`src/rtl/addsub_nibble_seq.sv`:
```
// Nibble-serial add/subtract sequencer: one shared 4-bit slice, LSB nibble first,
// carry held in a register between nibbles; start/done handshake to the requester.
module addsub_nibble_seq #(
  parameter int unsigned NIBBLES = 4
) (
  input  logic                 ASeq_i_Clk,
  input  logic                 ASeq_i_nRst,
  input  logic                 ASeq_i_Start,
  input  logic [4*NIBBLES-1:0] ASeq_i_A,
  input  logic [4*NIBBLES-1:0] ASeq_i_B,
  input  logic                 ASeq_i_fSub,
  output logic                 ASeq_o_Busy,
  output logic                 ASeq_o_Done,
  output logic [4*NIBBLES-1:0] ASeq_o_S,
  output logic                 ASeq_o_C,
  output logic                 ASeq_o_V
);

  localparam int unsigned W  = 4 * NIBBLES;
  localparam int unsigned IW = (NIBBLES > 1) ? $clog2(NIBBLES) : 1;
  localparam logic [IW-1:0] LAST = IW'(NIBBLES - 1);

  typedef enum logic [1:0] {IDLE = 2'd0, RUN = 2'd1, DONE = 2'd2} state_t;

  state_t        state, nextState;
  logic [W-1:0]  aReg, bReg, work, workNext;
  logic          subReg, carry;
  logic [IW-1:0] idx;
  logic [3:0]    nibA, nibB;
  logic [4:0]    sliceSum;
  logic          accept, lastNib;

  // Shared slice: A + (B ^ {4{fSub}}) + carry on the nibble selected by idx.
  always_comb begin
    nibA     = aReg[{idx, 2'b00} +: 4];
    nibB     = bReg[{idx, 2'b00} +: 4] ^ {4{subReg}};
    sliceSum = {1'b0, nibA} + {1'b0, nibB} + {4'b0000, carry};
    workNext = work;
    workNext[{idx, 2'b00} +: 4] = sliceSum[3:0];
    lastNib  = (idx == LAST);
  end

  always_comb begin
    nextState = state;
    accept    = ASeq_i_Start && ((state == IDLE) || (state == DONE));
    case (state)
      IDLE:    if (accept) nextState = RUN;
      RUN:     if (lastNib) nextState = DONE;
      DONE:    nextState = accept ? RUN : IDLE;
      default: nextState = IDLE;
    endcase
  end

  always_ff @(posedge ASeq_i_Clk or negedge ASeq_i_nRst) begin
    if (!ASeq_i_nRst) begin
      state       <= IDLE;
      aReg        <= '0;
      bReg        <= '0;
      subReg      <= 1'b0;
      carry       <= 1'b0;
      idx         <= '0;
      work        <= '0;
      ASeq_o_Busy <= 1'b0;
      ASeq_o_Done <= 1'b0;
      ASeq_o_S    <= '0;
      ASeq_o_C    <= 1'b0;
      ASeq_o_V    <= 1'b0;
    end else begin
      state       <= nextState;
      ASeq_o_Busy <= (nextState == RUN);
      ASeq_o_Done <= (nextState == DONE);
      if (accept) begin
        aReg   <= ASeq_i_A;
        bReg   <= ASeq_i_B;
        subReg <= ASeq_i_fSub;
        carry  <= ASeq_i_fSub;
        idx    <= '0;
        work   <= '0;
      end else if (state == RUN) begin
        work  <= workNext;
        carry <= sliceSum[4];
        // Results are taken from the slice outputs so they land on the DONE-entry edge.
        if (lastNib) begin
          ASeq_o_S <= workNext;
          ASeq_o_C <= sliceSum[4];
          ASeq_o_V <= (aReg[W-1] == (bReg[W-1] ^ subReg)) && (workNext[W-1] != aReg[W-1]);
        end else begin
          idx <= idx + 1'b1;
        end
      end
    end
  end

endmodule

```
`config.mk`:
```
export PLATFORM = sky130hd
export DESIGN_NAME = addsub_nibble_seq
export DESIGN_NICKNAME = d
export VERILOG_FILES = /design/src/rtl/addsub_nibble_seq.sv
export SDC_FILE = /design/constraint.sdc
export NUM_CORES = 1
export LEC_CHECK = 0
export BUFFER_PORTS_ARGS = -buffer_cell sky130_fd_sc_hd__buf_2
export CAP_MARGIN = 20
export CORE_AREA = 2 2 111 70
export DETAILED_ROUTE_END_ITERATION = 7
export DIE_AREA = 0 0 113 72
export PLACE_DENSITY = 0.84
export REMOVE_ABC_BUFFERS = 1
export SYNTH_ARGS = -nofsm -noshare
export SYNTH_HDL_FRONTEND = slang
export SYNTH_SLANG_ARGS = --single-unit
```
`constraint.sdc`:
```
create_clock -name ASeq_i_Clk -period 2.9 [get_ports ASeq_i_Clk]
set_clock_uncertainty 0.2 [all_clocks]
set_input_delay 0.58 -clock ASeq_i_Clk [delete_from_list [all_inputs] [get_ports ASeq_i_Clk]]
set_output_delay 0.58 -clock ASeq_i_Clk [all_outputs]
set_load 0.01 [all_outputs]
```
# Word level (Yosys, flattened, before mapping)
# Cells that the tools add are included.
[op_classes]
addsub = 4
bitwise_logic = 3
eq_ne = 8
shifts = 4
muxes = 12
n_reduce_logical = 7
[ops]
columns = ["cell", "n"]
rows = [
  ["$mux 16", 2],
  ["$shiftx 16x5->4", 2],
  ["$bwmux 16", 1],
  ["$shift 4x6->16 const A", 1],
  ["$shiftx 4x6->16", 1],
  ["$mux 2", 5],
  ["$eq 2x2->1 const B", 3],
  ["$neg 4->6", 1],
  ["$pmux 2 s3", 1],
  ["$add 4x4->5", 1],
  ["$add 5x1->5", 1],
  ["$eq 2x1->1 const B", 2],
  ["$xor 4x4->4", 1],
  ["$mux 1", 3],
  ["$reduce_and 3->1", 1],
  ["$add 2x1->2 const B", 1],
  ["$logic_and 1x1->1", 2],
  ["$logic_not 2->1", 1],
  ["$ne 2x2->1 const B", 1],
  ["$reduce_and 2->1", 1],
  ["$reduce_bool 2->1", 1],
  ["$eq 1x1->1", 1],
  ["$logic_or 1x1->1", 1],
  ["$ne 1x1->1", 1],
  ["2 further kinds", 2],
]
[word_totals]
elab_cells = 50
regBits = 74
in_bits = 36
output_inout_bits = 20

# Logic depth before layout (Yosys ltp)
# Gate-level depths: netlist of run 1.
[logic_depth]
depth_word = 8
ltp_mapped = 9

# Least setup slack after synthesis of run 1
# Ideal clock, no wire load.
[synth_timing]
kind = "register to register"
startpoint = "register idx[0]"
endpoint = "register work[10]"
slack_ps = -113
period_less_slack_ps = 3013
setup_ps = 66
stages_incl_launch_ff = 9
t_required_ps = 2634
n_path_buf = 1
arrival_time_ps = 2747
cell_sequence = "dfrtp_1 buf_6 mux4_2 xnor2_1 fa_1 fa_1 xnor2_1 and2_1 a22o_1"
[synth_between]
elab_chain_len = 8
[synth_lines]
columns = ["item", "line_no", "source"]
rows = [
  ["start: declaration", "28", "logic [IW-1:0] idx;"],
  ["start signal: assignment", "88", "idx <= idx + 1'b1;"],
  ["$shiftx 16x5->4", "36", "nibB = bReg[{idx, 2'b00} +: 4] ^ {4{subReg}};"],
  ["$xor 4x4->4", "36", ""],
  ["$add 4x4->5", "37", "sliceSum = {1'b0, nibA} + {1'b0, nibB} + {4'b0000, carry};"],
  ["$add 5x1->5", "37", ""],
  ["$shiftx 4x6->16", "39", "workNext[{idx, 2'b00} +: 4] = sliceSum[3:0];"],
  ["$bwmux 16 (*)", "39", ""],
  ["$mux 16 (*)", "79", "end else if (state == RUN) begin"],
  ["$mux 16 (*)", "72", "if (accept) begin"],
  ["end signal: assignment", "80", "work <= workNext;"],
  ["end: declaration", "26", "logic [W-1:0] aReg, bReg, work, workNext;"],
]
# Mark *: on every way between the ends. The rest lies on a longest branch, timed or not. The select of a mux whose other input is x is not followed.
# A chain may end at the register's enable or synchronous reset.

# Final worst setup path of run 1
[layout_timing]
startpoint = "register idx[0]"
endpoint = "register ASeq_o_S[1]"
[layout_between]
elab_chain_len = 6
[layout_lines]
columns = ["item", "line_no", "source"]
rows = [
  ["$shiftx 16x5->4", "36", ""],
  ["$xor 4x4->4", "36", ""],
  ["$add 4x4->5", "37", ""],
  ["$add 5x1->5", "37", ""],
  ["$shiftx 4x6->16", "39", ""],
  ["$bwmux 16", "39", ""],
  ["end signal: assignment", "84", "ASeq_o_S <= workNext;"],
  ["end: declaration", "14", "output logic [4*NIBBLES-1:0] ASeq_o_S,"],
]
# Several ways; a longest one is shown, not always the timed one.

==> results of run 1 <==
## timing repair
item                                    4_1_cts  5_1_grt
hold endpoints to repair                     14        0
endpoints found under the setup margin        4       13
pin swaps                                     0        1
hold buffers                                  1        0
resized for setup                             1        8
## per-stage QoR
| step | total power, mW | instances | utilization | hold WS (ns) |
|---|---|---|---|---|
| after CTS | 5.78 | 502 | 0.599 | 0.224 |
| after detailed placement | 4.62 | 485 | 0.555 | 0.259 |
| after global placement | 4.50 | 485 | 0.555 | 0.253 |
| after global routing | 6.32 | 502 | 0.604 | 0.235 |
| after floorplan | 3.67 | 327 | - | 0.0844 |
| final | 5.88 | 502 | 0.604 | 0.227 |
## placed cells by master, fill, tap and decap left out, types with 2 or more instances in the layout
| cell type | count |
|---|---|
| nand2b_1 | 3 |
| nor3_1 | 2 |
| nor2_1 | 12 |
| clkbuf_16 | 9 |
| ha_1 | 8 |
| a22oi_1 | 5 |
| a32oi_1 | 3 |
| buf_4 | 10 |
| o21ai_0 | 9 |
| nand2_1 | 111 |
| clkinv_2 | 2 |
| dfrtp_1 | 74 |
| nor2b_1 | 4 |
| o21ai_1 | 7 |
| nand4_1 | 2 |
| nand3_1 | 3 |
| a32o_1 | 4 |
| nor4b_4 | 2 |
| mux4_2 | 3 |
| a221oi_1 | 4 |
| clkinvlp_4 | 4 |
| a21oi_1 | 10 |
| nand3b_1 | 2 |
| xnor2_1 | 2 |
| a21o_1 | 3 |
| buf_2 | 55 |
| xor2_1 | 3 |
| a22o_1 | 12 |
| inv_1 | 15 |
| mux4_1 | 5 |
## cell families (layout without fill, tap and decap cells)
group | count (synthesis) | count (layout) | synth area share
flops | 74 | 74 | 0.525
mux | 8 | 8 | 0.0564
xor+xnor | 7 | 7 | 0.0174
fa+ha+maj | 11 | 11 | 0.0433
simple gates | 149 | 149 | 0.192
compound gates | 62 | 62 | 0.124
buf+inv | 32 | 100 | 0.0412
## layout make-up
type	instances	area (µm²)
Timing Repair Buffer	68	395
Fill cell	611	2810
Tap cell	91	114
Multi-Input combinational cell	237	1560
Inverter	16	60.1
Clock buffer	9	225
Sequential cell	74	1850
Clock inverter	7	70.1
## worst paths after layout
path,start,to
worst max register to register,idx[0]$_DFFE_PN0P_,ASeq_o_S[1]$_DFFE_PN0P_
worst min-delay path,ASeq_i_B[15],bReg[15]$_DFFE_PN0P_
max in group asynchronous,ASeq_i_nRst,work[3]$_DFFE_PN0P_
min in group asynchronous,ASeq_i_nRst,ASeq_o_S[7]$_DFFE_PN0P_
worst max-delay path,idx[0]$_DFFE_PN0P_,ASeq_o_S[1]$_DFFE_PN0P_
worst min register to register,aReg[7]$_DFFE_PN0P_,aReg[7]$_DFFE_PN0P_
## power by group
group | internal (mW) | switching [mW] | total, mW
sequential | 1.47 | 0.254 | 1.72
clock | 0.662 | 0.431 | 1.09
combinational | 1.25 | 1.81 | 3.06
total | 3.38 | 2.50 | 5.88
## registers in the layout, indices dropped and copies added, names as in the netlist, 2 cells and up
name	count
ASeq_o_S	16
aReg	16
bReg	16
work	16
idx	2
state	2
## routing by layer
layer,vias up,share of wire,global-route usage
met4,0,0.016,0.0772
met2,71,0.43,0.313
met1,1288,0.49,0.307
met3,12,0.061,0.0518
met5,-,0,0
li1,1303,-,-
## worst register-to-register path: stages, from the launching register on
cell and delay, ns:
dfrtp_1 0.37, mux4_2 0.51, xnor2_1 0.15, fa_1 0.43, fa_2 0.56, inv_1 0.10, a221oi_1 0.28, nor2_1 0.06
==> flow_metrics.tcl, run 1 <==
set metrics [dict create \
    status "complete, but fails checks" \
    violations "design-rule violations" \
    clockBufferDepth 2 \
    cts-root-buf "clkbuf_16" \
    vias 2674 \
    tightest_slew_ns 0.752 \
    cp.depth 7 \
    io_buffers 55 \
    die_w_um 113 \
    synth_area_leaders "dfrtp_1 (53%), nand2_1 (12%), mux4_1 (3.7%)" \
    synth-async-reset-ratio 1.00 \
    max_freq_mhz 358 \
    slowest_stage "fa_2" \
    holdPathStages 3 \
    cts_tree "done" \
    hold_class "input port to flip-flop" \
    finalSetupTns_ns 0 \
    drt_pre_antenna_iters 6 \
    drive_above_1_share 0.246 \
    rsz0062_at_grt "true" \
    path_class "flip-flop to flip-flop" \
    fin_nets 453 \
    arrival_ns 2.81 \
    cp_slowest_stage_delay_ns 0.56 \
    grt_pass1_vias 2706 \
    reg2reg_depth 7 \
    path_cells "mux4_2 -> xnor2_1 -> fa_1 -> fa_2 -> inv_1 -> a221oi_1 -> nor2_1" \
    synth_edf_count 0 \
    synth_top_area_cell "dfrtp_1" \
    syn_to_final_growth_pct 21.4 \
    post-synth-top-count-cell "nand2_1" \
    antenna_found_initial 0 \
    yosysSeqAreaShare 0.525 \
    clock_latency_ns 0.34 \
    diodes 0 \
    ant_nets 0 \
    core_um2 7090 \
    synth.top_cell.area_share 0.525 \
    die_h_um 72 \
    cts_sinks 74 \
    place_congestion 0.873 \
    drv_cap 0 \
    grt_pass1_wl_um 13300 \
    relSlewSlack 0.498 \
    fin_area_um2 4280 \
    critPathTopFamily "adder cells" \
    final_hold_viol_count 0 \
    powerDensity_nw_per_um2 1370 \
    path_clk_slew_ns 0.06 \
    min_period_over_period 0.962 \
    cp.required_ns 2.92 \
    ys.flop_type "dfrtp_1" \
    grt_max_degree 61 \
    ys_seq_elements 74 \
    worst-path-buf-inv 1 \
    syn_area_um2 3520 \
    grt_overflow 0 \
    synth_commonest_cells "nand2_1 (111), dfrtp_1 (74), inv_1 (15)" \
    period_needed_ns 2.79 \
    setup_slack_ns 0.110 \
    viasPerCell 5.33 \
    syn_area_per_cell_um2 10.3 \
    die_area_um2 8140 \
    drt_iter0_drc 190 \
    post_cts_buffers 0 \
    finalSetupViolCount 0 \
    io_pins 56 \
    place_ws_ns -0.0589 \
    leakage_nw 2.19 \
    postSynthCellCount 343 \
    yosysUniqueCellTypes 39 \
    end_kind "flip-flop" \
    critPathLaunchType "flip-flop" \
    drc 5 \
    yosysWarnings 0 \
    wl_per_cell_um 15.5 \
    h-tree-depth 3 \
    drv_slew 0 \
    crit_path_max_fanout 4 \
    numCtsBuffers 9 \
    grt_usage 0.212 \
    wirelength_um 7780 \
    peakVddDrop_mv 0.588 \
    num_rows 24 \
    rrSetupSlack_ns 0.11 \
    start_util 0.497 \
    dp_hpwl_um 5550 \
    postPlaceCellArea_um2 3930 \
]
No activity file was read; power rests on OpenSTA's default activity.
==> inputs of run 2 (changes only) <==
CELL_PAD_IN_SITES_DETAIL_PLACEMENT = 0   (was default)
CELL_PAD_IN_SITES_GLOBAL_PLACEMENT = 1   (was default)
CORE_AREA = 2 2 126 79   (was 2 2 111 70)
DIE_AREA = 0 0 128 81   (was 0 0 113 72)
==> run 2 against run 1 <==
Effect of this change: the run now ends clean; die area rose by 27%; core utilization decreased by 15 points; setup slack got worse by 0.00054 ns; largest power group unchanged.
==> flow_metrics.tcl, run 2 (same netlist as run 1, synthesis figures left out) <==
set metrics [dict create \
    drc 0 \
    num_rows 28 \
    layout_commonest_cell "nand2_1" \
    numCtsBuffers 9 \
    drv_cap 0 \
    switchingPower_mw 2.61 \
    rsz0062_at_grt "false" \
    p_total_mw 6.03 \
    min_period_over_period 0.962 \
    die_area_um2 10400 \
    peakVddDrop_mv 0.776 \
    drive_above_1_share 0.248 \
    end_kind "flip-flop" \
    place_congestion 0.921 \
    period_needed_ns 2.79 \
    drt_pre_antenna_iters 4 \
    diodes 0 \
    wirelength_um 8600 \
    cts_tree "done" \
    hold_buffers 0 \
    swShare 0.433 \
    io_buffers 55 \
    cts_sinks 74 \
    tightest_slew_ns 0.559 \
    crit_path_max_fanout 5 \
    seq_power_share 0.285 \
    layout_common_cells "nand2_1 (111), dfrtp_1 (74), buf_2 (55)" \
    start_util 0.375 \
    powerDensity_nw_per_um2 1410 \
    clockBufferDepth 2 \
    cp.required_ns 2.92 \
    viasPerCell 5.05 \
    wl_per_cell_um 16.2 \
    die_h_um 81 \
    finalSetupViolCount 0 \
    grt_pass1_vias 2641 \
    fin_cells 532 \
    fin_nets 454 \
    grt_max_degree 75 \
    place_inst 516 \
    fin_util 0.457 \
    p_comb_frac 0.535 \
    intPower_mw 3.42 \
    relSlewSlack 0.626 \
    h-tree-depth 3 \
    vias 2686 \
    status "completed" \
    ant_nets 0 \
    io_pins 56 \
    clock_latency_ns 0.34 \
    leakage_nw 2.19 \
    drv_slew 0 \
    grt_pass1_wl_um 13900 \
    path_clk_slew_ns 0.06 \
    drt_iter0_drc 154 \
    final_hold_viol_count 0 \
    core_um2 9390 \
    cts-root-buf "clkbuf_16" \
    power_frac_clock 0.180 \
    die_w_um 128 \
    critPathLaunchType "flip-flop" \
    n_fill_cell 923 \
    grt_overflow 0 \
    max_freq_mhz 358 \
    antenna_found_initial 0 \
    arrival_ns 2.81 \
    hold_class "input port to async pin" \
    path_class "flip-flop to flip-flop" \
    grt_usage 0.178 \
    dp_hpwl_um 5990 \
    cts_resized 1 \
    syn_to_final_growth_pct 21.8 \
    post_cts_buffers 0 \
]
## run 2: final timing paths
kind | from | to | slack [ns] | depth (start not counted)
max in group asynchronous | ASeq_i_nRst | aReg[13]$_DFFE_PN0P_ | 2.09 | 2
min | ASeq_i_nRst | ASeq_o_S[15]$_DFFE_PN0P_ | 0.05 | 2
max | idx[0]$_DFFE_PN0P_ | work[10]$_DFFE_PN0P_ | 0.11 | 8
min in group ASeq_i_Clk | ASeq_i_B[1] | bReg[1]$_DFFE_PN0P_ | 0.23 | 3
min reg2reg | ASeq_o_S[3]$_DFFE_PN0P_ | ASeq_o_S[3]$_DFFE_PN0P_ | 0.27 | 2
max reg2reg | idx[0]$_DFFE_PN0P_ | work[10]$_DFFE_PN0P_ | 0.11 | 8
## run 2: power groups by stage
stage	logic, mW	clock network, mW	registers, mW
after floorplan	1.91	0	1.76
after global placement	2.97	0	1.73
after detailed placement	3.06	0	1.73
after CTS	3.10	1.11	1.72
after global routing	3.57	1.16	1.77
final	3.23	1.09	1.72
## run 2: through the flow
step                TNS, ns  setup slack (ns)  hold slack, ns  instance area [µm²]
floorplan             -3.23            -0.299          0.0844                 3440
global placement          0            0.0453           0.257                 3990
detailed placement        0           0.00235           0.256                 3990
CTS                       0            0.0128          0.0867                 4270
global route              0            0.0332           0.102                 4290
finish                    0             0.109          0.0546                 4290
## run 2: worst max-delay path, cell delays in order (launching register included)
cell,delay [ns]
dfrtp_1,0.36
mux4_2,0.52
xnor2_1,0.16
fa_2,0.37
fa_2,0.37
xnor2_1,0.13
buf_4,0.16
and2_1,0.19
a22o_1,0.22
## run 2: metal layers
layer | wire length [µm] | vias up | global-route usage
met1 | 4470 | 1290 | 0.269
met4 | 109 | 0 | 0.0626
met3 | 544 | 12 | 0.0553
met2 | 3470 | 81 | 0.237
met5 | 0 | - | 0
li1 | - | 1303 | -
## run 2: area by class of cell
type	instances	area (µm²)	area share
clock buffers	10	229	0.0534
clock inverters	6	57.6	0.0134
inverters	16	60.1	0.0140
multi-input cells	237	1550	0.361
flip-flops and latches	74	1850	0.431
well taps	120	150	0.0350
repair buffers	69	393	0.0915
